`src/rtl/led_seq_pkg.sv`:
```
// Shared encodings and pattern rules for the LED pattern sequencer.
// Mode order, entry patterns and per-step pattern transforms live here.
package led_seq_pkg;

  typedef enum logic [1:0] {
    MODE_BLINK  = 2'd0,
    MODE_ROTATE = 2'd1,
    MODE_BINARY = 2'd2,
    MODE_HOLD   = 2'd3
  } mode_e;

  localparam logic [2:0] PAT_INIT_BLINK  = 3'b000;
  localparam logic [2:0] PAT_INIT_ROTATE = 3'b001;
  localparam logic [2:0] PAT_INIT_BINARY = 3'b000;

  function automatic mode_e next_mode(input mode_e cur);
    mode_e nxt;
    case (cur)
      MODE_BLINK:  nxt = MODE_ROTATE;
      MODE_ROTATE: nxt = MODE_BINARY;
      MODE_BINARY: nxt = MODE_HOLD;
      default:     nxt = MODE_BLINK;
    endcase
    return nxt;
  endfunction

  // HOLD has no entry pattern of its own: it freezes whatever was showing.
  function automatic logic [2:0] entry_pattern(input mode_e new_mode, input logic [2:0] cur_pat);
    logic [2:0] pat;
    case (new_mode)
      MODE_BLINK:  pat = PAT_INIT_BLINK;
      MODE_ROTATE: pat = PAT_INIT_ROTATE;
      MODE_BINARY: pat = PAT_INIT_BINARY;
      default:     pat = cur_pat;
    endcase
    return pat;
  endfunction

  function automatic logic [2:0] step_pattern(input mode_e cur_mode, input logic [2:0] cur_pat);
    logic [2:0] pat;
    case (cur_mode)
      MODE_BLINK:  pat = ~cur_pat;
      MODE_ROTATE: pat = {cur_pat[1:0], cur_pat[2]};
      MODE_BINARY: pat = cur_pat + 3'd1;
      default:     pat = cur_pat;
    endcase
    return pat;
  endfunction

endpackage

```
`src/rtl/led_pattern_sequencer_if.sv`:
```
// Board-facing signal bundle of the LED pattern sequencer.
// No backpressure anywhere: step_pulse is a one-cycle strobe that is always consumed.
interface led_pattern_sequencer_if;
  logic       step_in;
  logic       mode_n;
  logic [2:0] led_n;
  logic [1:0] mode;
  logic       step_pulse;
  logic       btn_state;

  modport master (
    output step_in,
    output mode_n,
    input  led_n,
    input  mode,
    input  step_pulse,
    input  btn_state
  );

  modport slave (
    input  step_in,
    input  mode_n,
    output led_n,
    output mode,
    output step_pulse,
    output btn_state
  );
endinterface

```
`src/rtl/led_pattern_sequencer_debouncer.sv`:
```
// Generic push-button debouncer: 2-flop sync, stability counter, accepted state
// and a one-cycle press strobe on each accepted 1->0 transition.
module button_debouncer #(
  parameter int unsigned DEBOUNCE_CYCLES = 240_000
) (
  input  logic clock,
  input  logic reset,
  input  logic btn_n_i,
  output logic btn_state_o,
  output logic press_o
);

  localparam int unsigned CNT_W = (DEBOUNCE_CYCLES > 1) ? $clog2(DEBOUNCE_CYCLES) : 1;
  localparam logic [CNT_W-1:0] CNT_LAST = CNT_W'(DEBOUNCE_CYCLES - 1);

  logic [1:0]       sync_q;
  logic             synced;
  logic [CNT_W-1:0] cnt_q, cnt_d;
  logic             btn_q, btn_d;
  logic             btn_prev_q;

  assign synced = sync_q[1];

  always_ff @(posedge clock or negedge reset) begin
    if (!reset) begin
      sync_q     <= 2'b11;
      cnt_q      <= '0;
      btn_q      <= 1'b1;
      btn_prev_q <= 1'b1;
    end else begin
      sync_q     <= {sync_q[0], btn_n_i};
      cnt_q      <= cnt_d;
      btn_q      <= btn_d;
      btn_prev_q <= btn_q;
    end
  end

  // Any cycle that agrees with the accepted state restarts the stability count.
  always_comb begin
    cnt_d = cnt_q;
    btn_d = btn_q;
    if (synced == btn_q) begin
      cnt_d = '0;
    end else if (cnt_q == CNT_LAST) begin
      btn_d = synced;
      cnt_d = '0;
    end else begin
      cnt_d = cnt_q + CNT_W'(1);
    end
  end

  assign btn_state_o = btn_q;
  assign press_o     = btn_prev_q & ~btn_q;

endmodule

```
`src/rtl/led_pattern_sequencer.sv`:
```
// Steps an RGB LED pattern on every edge of the slow divider output; a
// debounced button cycles BLINK -> ROTATE -> BINARY -> HOLD.
module led_pattern_sequencer
  import led_seq_pkg::*;
#(
  parameter int unsigned DEBOUNCE_CYCLES = 240_000,
  parameter bit          LED_ACTIVE_LOW  = 1'b1
) (
  input  logic                    clock,
  input  logic                    reset,
  led_pattern_sequencer_if.slave  bus
);

  logic [2:0] step_sync_q;
  logic       step_pulse;
  logic       press;
  logic       btn_state;
  mode_e      mode_q, mode_d;
  logic [2:0] pat_q, pat_d;

  button_debouncer #(
    .DEBOUNCE_CYCLES (DEBOUNCE_CYCLES)
  ) u_mode_btn (
    .clock       (clock),
    .reset       (reset),
    .btn_n_i     (bus.mode_n),
    .btn_state_o (btn_state),
    .press_o     (press)
  );

  // Bit 0 is the metastability catcher; edges are taken between bits 1 and 2.
  always_ff @(posedge clock or negedge reset) begin
    if (!reset) begin
      step_sync_q <= 3'b000;
    end else begin
      step_sync_q <= {step_sync_q[1:0], bus.step_in};
    end
  end

  assign step_pulse = step_sync_q[1] ^ step_sync_q[2];

  always_ff @(posedge clock or negedge reset) begin
    if (!reset) begin
      mode_q <= MODE_BLINK;
      pat_q  <= 3'b000;
    end else begin
      mode_q <= mode_d;
      pat_q  <= pat_d;
    end
  end

  // A press in the same cycle as a step wins; that step is dropped.
  always_comb begin
    mode_d = mode_q;
    pat_d  = pat_q;
    if (press) begin
      mode_d = next_mode(mode_q);
      pat_d  = entry_pattern(mode_d, pat_q);
    end else if (step_pulse) begin
      pat_d  = step_pattern(mode_q, pat_q);
    end
  end

  assign bus.led_n      = LED_ACTIVE_LOW ? ~pat_q : pat_q;
  assign bus.mode       = mode_q;
  assign bus.step_pulse = step_pulse;
  assign bus.btn_state  = btn_state;

endmodule

```
`src/flat_wrapper.sv`:
```
// flat-port wrapper written by rule: the top's interface ports become plain ports
module led_pattern_sequencer_flat import led_seq_pkg::*;
#(
  parameter int unsigned DEBOUNCE_CYCLES = 240_000,
  parameter bit          LED_ACTIVE_LOW  = 1'b1
)
  (clock, reset, bus_step_in, bus_mode_n, bus_led_n, bus_mode, bus_step_pulse, bus_btn_state);
  led_pattern_sequencer_if bus_i ();
  input  logic clock;
  input  logic reset;
  input wire logic [$bits(bus_i.step_in)-1:0] bus_step_in;
  input wire logic [$bits(bus_i.mode_n)-1:0] bus_mode_n;
  output wire logic [$bits(bus_i.led_n)-1:0] bus_led_n;
  output wire logic [$bits(bus_i.mode)-1:0] bus_mode;
  output wire logic [$bits(bus_i.step_pulse)-1:0] bus_step_pulse;
  output wire logic [$bits(bus_i.btn_state)-1:0] bus_btn_state;
  assign bus_i.step_in = bus_step_in;
  assign bus_i.mode_n = bus_mode_n;
  assign bus_led_n = bus_i.led_n;
  assign bus_mode = bus_i.mode;
  assign bus_step_pulse = bus_i.step_pulse;
  assign bus_btn_state = bus_i.btn_state;
  led_pattern_sequencer #(.DEBOUNCE_CYCLES(DEBOUNCE_CYCLES), .LED_ACTIVE_LOW(LED_ACTIVE_LOW)) u_core (.clock(clock), .reset(reset), .bus(bus_i));
endmodule
```
`config.mk`:
```
export PLATFORM = sky130hd
export DESIGN_NAME = led_pattern_sequencer_flat
export DESIGN_NICKNAME = d
export VERILOG_FILES = /design/src/rtl/led_seq_pkg.sv /design/src/rtl/led_pattern_sequencer_if.sv /design/src/rtl/led_pattern_sequencer_debouncer.sv /design/src/rtl/led_pattern_sequencer.sv /design/src/flat_wrapper.sv
export SDC_FILE = /design/constraint.sdc
export NUM_CORES = 1
export LEC_CHECK = 0
export ABC_AREA = 0
export ABC_CLOCK_PERIOD_IN_PS = 2300
export CAP_MARGIN = 25
export CORE_MARGIN = 2
export CORE_UTILIZATION = 45
export DETAILED_ROUTE_END_ITERATION = 7
export SETUP_SLACK_MARGIN = 0.15
export SLEW_MARGIN = 25
export SYNTH_ARGS = -nofsm -noshare
export SYNTH_HDL_FRONTEND = slang
export SYNTH_HIERARCHICAL = 1
export SYNTH_SLANG_ARGS = --single-unit
```
`constraint.sdc`:
```
create_clock -name clock -period 2.3 [get_ports clock]
set_input_delay 0.23 -clock clock [delete_from_list [all_inputs] [get_ports clock]]
set_output_delay 0.23 -clock clock [all_outputs]
set_load 0.01 [all_outputs]
```
==> results of run 1 <==
## layout make-up
class / count / area share [%]
flip-flops and latches: 30 / 42.3
multi-input cells: 109 / 41.8
repair buffers: 13 / 7.57
well taps: 46 / 3.22
clock buffers: 7 / 3.08
inverters: 8 / 1.68
clock inverters: 1 / 0.280
## how the worst min path moves through the flow
| stage | startpoint | endpoint | slack [ns] | cells after the start |
|---|---|---|---|---|
| floorplan | reset | u_core/bus.mode[0] | -0.07 | 0 |
| global placement | u_core/step_sync_q[0] | u_core/step_sync_q[1] | 0.34 | 0 |
| detailed placement | u_core/u_mode_btn/sync_q[0] | u_core/u_mode_btn/sync_q[1] | 0.36 | 0 |
| CTS | bus_mode_n | u_core/u_mode_btn/sync_q[0] | 0.29 | 1 |
| global route | bus_mode_n | u_core/u_mode_btn/sync_q[0] | 0.28 | 1 |
| finish | reset | u_core/u_mode_btn/cnt_q[17] | 0.31 | 1 |
## worst max-delay path, delay by kind of cell (launching register included)
kind | cells | cell delay, ns
flops | 1 | 0.43
xor+xnor | 1 | 0.30
buf+inv | 1 | 0.60
## metal layers
layer	part of all wire (%)	vias to the layer above
met2	51	25
met5	0	-
met4	2.1	0
met1	43	552
li1	-	558
met3	3.7	7
## logic make-up after synthesis
kind of cell / count (synthesis) / synth area share, %
adder cells (fa/ha/maj): 7 / 5.63
flip-flops: 30 / 48.6
AO/OA/AOI/OAI: 26 / 11.7
multiplexers: 1 / 0.724
XOR/XNOR: 14 / 8.37
buffers and inverters: 12 / 3.38
AND/OR/NAND/NOR: 61 / 21.6
## per-stage QoR
| step | setup slack (ns) | total power (W) | hold WS [ns] | instance area (um^2) | util [%] |
|---|---|---|---|---|---|
| 2_1_floorplan | 0.562 | 0.000655 | -0.0656 | 1560 | - |
| 3_3_place_gp | 0.564 | 0.000720 | 0.337 | 1730 | 51.7 |
| 3_5_place_dp | 0.548 | 0.000726 | 0.359 | 1730 | 51.7 |
| 4_1_cts | 0.412 | 0.00106 | 0.293 | 1790 | 53.5 |
| 5_1_grt | 0.326 | 0.00110 | 0.283 | 1790 | 53.5 |
| 6_report | 0.422 | 0.00104 | 0.306 | 1790 | 53.5 |
## power groups by stage
stage | Combinational (W) | Sequential, W | Clock (W)
final | 0.000134 | 0.000582 | 0.000320
after global placement | 0.000132 | 0.000588 | 0
after global routing | 0.000149 | 0.000584 | 0.000363
after detailed placement | 0.000135 | 0.000591 | 0
after floorplan | 0.0000711 | 0.000584 | 0
after CTS | 0.000136 | 0.000581 | 0.000339
## cell usage in the layout, fill, tap and decap left out, types with 2 or more instances in the layout
cell type	Yosys	layout
a21oi_1	5	5
and3_1	2	2
buf_4	0	2
clkbuf_4	0	5
clkdlybuf4s50_1	0	10
dfrtp_1	26	26
dfstp_2	4	4
ha_1	7	7
inv_1	8	8
nand2_1	9	9
nand3_1	8	8
nand4_1	5	5
nor2_1	17	17
nor2b_1	2	2
nor3_1	3	3
o21ai_0	7	7
o21ai_1	3	3
o31ai_1	2	2
or2_1	2	2
or3_1	2	2
or4_1	2	2
xnor2_1	6	6
xor2_1	7	7
## flip-flops by register name, summed over array words and instances, names as in the netlist
name	cells
u_core/u_mode_btn/btn_prev_q	1
u_core/u_mode_btn/btn_state_o	1
u_core/pat_q	3
u_core/step_sync_q	3
u_core/u_mode_btn/sync_q	2
u_core/u_mode_btn/cnt_q	18
u_core/bus.mode	2
==> impl_metrics.json, run 1 <==
{
  "drcViolationCount": 0,
  "clkSinkCount": 30,
  "internal_power_w": 0.000772,
  "syn_nets": 162,
  "ios": 11,
  "die_area_um2": 3940,
  "syn_inst": 151,
  "dp_cells": 206,
  "crit_chain": "xor2_2 > clkdlybuf4s50_1",
  "synth_commonest_cells": "dfrtp_1 (26), nor2_1 (17), nand2_1 (9)",
  "grt_pass1_vias": 1114,
  "path_clk_slew_ns": 0.09,
  "syn_to_final_growth_pct": 14.8,
  "nets": 178,
  "hold_violations": 0,
  "antenna_cells": 0,
  "register_area_um2": 756,
  "hpwl_mm": 2.05,
  "die_w_um": 62.8,
  "gr-usage-met2_pct": 28.9,
  "clock_latency_ns": 0.32,
  "die_y_um": 62.8,
  "synthFlopType": "dfrtp_1",
  "start_util_pct": 46.6,
  "power_density_nw_per_um2": 580,
  "layout_min_cycle_time_ns": 1.88,
  "drt-pass1-iter-count": 4,
  "ctsHoldBuffers": 0,
  "grt_usage_pct": 16.8,
  "synth_area_um2": 1560,
  "final_cell_count_no_fill": 214,
  "synth.avg_cell_area_um2": 10.3,
  "cp-startpoint": "u_core/step_sync_q[1]",
  "cts_max_level": 2,
  "ys_seq_area_share_pct": 48.6,
  "cts_inserted_buffers": 5,
  "synth_cell_types": 42,
  "critPathArrivalTime_ns": 1.65,
  "synth_area_leader_cell": "dfrtp_1",
  "synth-edff-count": 0,
  "synth.most_common_cell": "dfrtp_1",
  "antenna_found_initial": 0,
  "timing.rr.end": "u_core/u_mode_btn/cnt_q[16]",
  "drtIter0Drc": 55,
  "num_vias": 1142,
  "crit_path_start_kind": "register",
  "setup_viol": 0,
  "seq_power_share_pct": 56.2,
  "cts_tree": "yes",
  "fmax_mhz": 532,
  "clock_path_buffers": 2,
  "slew_headroom_pct": 55.6,
  "wl_mm": 2.84,
  "cts_resized": 0,
  "ys_top_cells_by_area": "dfrtp_1 (42%), dfstp_2 (6.8%), ha_1 (5.6%)",
  "power.share.clock_pct": 30.9,
  "r2r_setup_slack_ns": 0.53,
  "worst-setup-path-type": "reg2out",
  "yosys_warnings": 6,
  "core-area_um2": 3340,
  "vias_per_cell": 5.34,
  "worst_r2r_path_depth": 5,
  "swShare_pct": 25.5,
  "rsz0062_at_grt": "no",
  "p_leak_nw": 0.727,
  "critPathSlowestCell": "clkdlybuf4s50_1",
  "crit_fanout": 7,
  "crit_end": "bus_step_pulse",
  "top_usage_layer": "met2",
  "grt_first_pass_wirelength_mm": 5.09,
  "power_switching_w": 0.000264,
  "drv_slew": 0,
  "ir_worst_vdd_v": 0.000433,
  "tns_ns": 0,
  "portBuffers": 10,
  "gr-total-overflow": 0,
  "min_period_over_period_pct": 81.7,
  "end_kind": "primary output",
  "cts-root-buf": "clkbuf_4",
  "drive_above_1_share_pct": 13.7,
  "multi_input_area_um2": 747,
  "fill_cells": 320,
  "tightest_slew_ns": 0.664,
  "max_stage_delay_ns": 0.60,
  "cap_violations": 0,
  "timing.rr.start": "u_core/u_mode_btn/cnt_q[0]",
  "crit_required_ns": 2.07,
  "hold_class": "in2async",
  "gp_congestion": 0.710,
  "synth_top_area_share_pct": 41.8,
  "row_count": 21,
  "post_cts_buffers": 0,
  "synthArstFlopShare_pct": 100,
  "worst_clock_skew_ns": 0.00541,
  "postRouteAntennaNets": 0,
  "grt_util_met3_pct": 5.41,
  "routedWlPerCell_um": 13.3,
  "grt_max_degree": 18,
  "status": "completed",
  "p_comb_share_pct": 12.9,
  "met1_usage_pct": 19.2,
  "synth_seq_cells": 30
}
Power figures use the tool's default switching activity.
==> run 2, diff against run 1 <==
--- a/config.mk
+++ b/config.mk
@@ -6,11 +6,12 @@
 export NUM_CORES = 1
 export LEC_CHECK = 0
 export ABC_AREA = 0
-export ABC_CLOCK_PERIOD_IN_PS = 2300
+export ABC_CLOCK_PERIOD_IN_PS = 1530
 export CAP_MARGIN = 25
 export CORE_MARGIN = 2
 export CORE_UTILIZATION = 45
 export DETAILED_ROUTE_END_ITERATION = 7
+export PLACE_DENSITY = 0.66
 export SETUP_SLACK_MARGIN = 0.15
 export SLEW_MARGIN = 25
 export SYNTH_ARGS = -nofsm -noshare
==> constraint.sdc (replaced) <==
create_clock -name clock -period 1.53 [get_ports clock]
set_input_delay 0.153 -clock clock [delete_from_list [all_inputs] [get_ports clock]]
set_output_delay 0.153 -clock clock [all_outputs]
set_load 0.01 [all_outputs]
==> impl_metrics.json, run 2 (same netlist as run 1, synthesis figures left out) <==
{
  "max_stage_delay_ns": 0.56,
  "grt_pass1_vias": 1361,
  "drtIter0Drc": 105,
  "gp_congestion": 0.773,
  "drcViolationCount": 0,
  "hpwl_mm": 2.44,
  "slew_headroom_pct": 74.6,
  "grt_first_pass_wirelength_mm": 6.23,
  "crit_path_start_kind": "register",
  "nets": 222,
  "p_leak_nw": 0.980,
  "power.share.clock_pct": 30.8,
  "wl_mm": 3.71,
  "hold_class": "in2reg",
  "swShare_pct": 27.1,
  "antenna_found_initial": 0,
  "worst_clock_skew_ns": 0.00731,
  "worst-setup-path-type": "reg2reg",
  "layout_common_cells": "buf_4 (42), dfrtp_1 (24), nor2_1 (16)",
  "rsz0062_at_grt": "yes",
  "num_vias": 1355,
  "start_util_pct": 46.6,
  "gr-total-overflow": 0,
  "tightest_slew_ns": 0.381,
  "top_register": "u_core/u_mode_btn/cnt_q",
  "p_comb_share_pct": 15.6,
  "routedWlPerCell_um": 14.4,
  "path_clk_slew_ns": 0.10,
  "hold_violations": 0,
  "die_area_um2": 3940,
  "whs_ns": 0.224,
  "crit_fanout": 8,
  "tns_ns": -3.44,
  "seq_power_share_pct": 53.6,
  "ctsHoldBuffers": 0,
  "final_cell_count_no_fill": 258,
  "cap_violations": 0,
  "dp_cells": 238,
  "critPathSlowestCell": "or4b_4",
  "ir_worst_vdd_v": 0.000453,
  "clock_path_buffers": 2,
  "critPathArrivalTime_ns": 1.94,
  "die_w_um": 62.8,
  "finalWorstSetupSlack_ns": -0.202,
  "end_kind": "register",
  "min_period_over_period_pct": 113,
  "power_density_nw_per_um2": 708,
  "drv_slew": 0,
  "clkSinkCount": 30,
  "row_count": 21,
  "die_y_um": 62.8,
  "core-area_um2": 3340,
  "setup_viol": 21,
  "cts_tree": "yes",
  "crit_required_ns": 1.74,
  "cts-root-buf": "clkbuf_4",
  "crit_chain": "nand4bb_1 > or4b_4 > o31ai_4 > buf_6 > a21oi_2",
  "postRouteAntennaNets": 0,
  "fmax_mhz": 577,
  "largest_reg_flops": 18,
  "layout_min_cycle_time_ns": 1.73,
  "syn_to_final_growth_pct": 46.0,
  "vias_per_cell": 5.25,
  "drt-pass1-iter-count": 4,
  "violations": "setup timing",
  "cts_inserted_buffers": 5,
  "internal_power_w": 0.00117,
  "portBuffers": 10,
  "power_switching_w": 0.000436,
  "status": "finished, violations left",
  "clock_latency_ns": 0.33,
  "final_common_cell": "buf_4",
  "drive_above_1_share_pct": 42.9,
  "reg_top3": "u_core/u_mode_btn/cnt_q: 18 flops, u_core/pat_q: 3 flops, u_core/step_sync_q: 3 flops",
  "grt_usage_pct": 20.8,
  "antenna_cells": 0,
  "cts_max_level": 2,
  "grt_max_degree": 31,
  "ios": 11
}
[run 2: power groups by stage]
| stage | Clock (W) | Combinational, W | Sequential [W] |
|---|---|---|---|
| after floorplan | 0 | 0.000106 | 0.000878 |
| after global placement | 0 | 0.000235 | 0.000878 |
| after detailed placement | 0 | 0.000240 | 0.000879 |
| after CTS | 0.000526 | 0.000245 | 0.000861 |
| after global routing | 0.000577 | 0.000274 | 0.000867 |
| final | 0.000495 | 0.000251 | 0.000861 |
[run 2: routing by layer]
layer  routed length [um]  part of all wire, %  global-route usage [%]
met4                   52                  1.4                    7.50
met1                 1510                   41                    24.1
met3                  114                  3.1                    5.59
met2                 2040                   55                    36.7
met5                    0                    0                       0
[run 2: stage by stage]
step | util [%] | setup slack [ns] | total power [W] | cell area (um^2)
after CTS | 65.2 | -0.188 | 0.00163 | 2180
after floorplan | - | -0.208 | 0.000984 | 1630
after global placement | 60.7 | -0.156 | 0.00111 | 2030
after detailed placement | 60.7 | -0.175 | 0.00112 | 2030
after global routing | 68.1 | -0.271 | 0.00172 | 2270
final | 68.1 | -0.202 | 0.00161 | 2270
[run 2: what timing repair did]
item	CTS	global route
endpoints found under the setup margin	29	24
gates resized for setup	24	11
pin swaps	6	5
setup buffers	5	7
[run 2: cell type report]
class | instances | area, um^2
Clock buffer | 6 | 51.3
Tap cell | 46 | 57.6
Inverter | 8 | 35.0
Multi-Input combinational cell | 109 | 890
Sequential cell | 30 | 758
Fill cell | 265 | 1070
Clock inverter | 2 | 12.5
Timing Repair Buffer | 57 | 467
[run 2: critical path, delay by kind of cell (launching register included)]
| family | cells | cell delay (ns) |
|---|---|---|
| AND/OR/NAND/NOR | 2 | 0.76 |
| buffers and inverters | 1 | 0.18 |
| AO/OA/AOI/OAI | 2 | 0.28 |
| flip-flops | 1 | 0.39 |
[run 2: path summary, 6_finish.rpt]
path | from | end | slack, ns | cells after the start
setup / recovery | u_core/u_mode_btn/cnt_q[12] | u_core/u_mode_btn/cnt_q[17] | -0.20 | 5
hold / removal | bus_mode_n | u_core/u_mode_btn/sync_q[0] | 0.22 | 1
setup reg to reg | u_core/u_mode_btn/cnt_q[12] | u_core/u_mode_btn/cnt_q[17] | -0.20 | 5
hold reg to reg | u_core/step_sync_q[0] | u_core/step_sync_q[1] | 0.36 | 0
max in group asynchronous | reset | u_core/u_mode_btn/sync_q[0] | 0.99 | 2
min in group asynchronous | reset | u_core/pat_q[1] | 0.23 | 2
==> run 3, diff against run 2 <==
--- a/config.mk
+++ b/config.mk
@@ -10,6 +10,7 @@
 export CAP_MARGIN = 25
 export CORE_MARGIN = 2
 export CORE_UTILIZATION = 45
+export CTS_CLUSTER_SIZE = 20
 export DETAILED_ROUTE_END_ITERATION = 7
 export PLACE_DENSITY = 0.66
 export SETUP_SLACK_MARGIN = 0.15
==> results of run 3 <==
Final layout, timing and power as in run 2 (identical DEF).
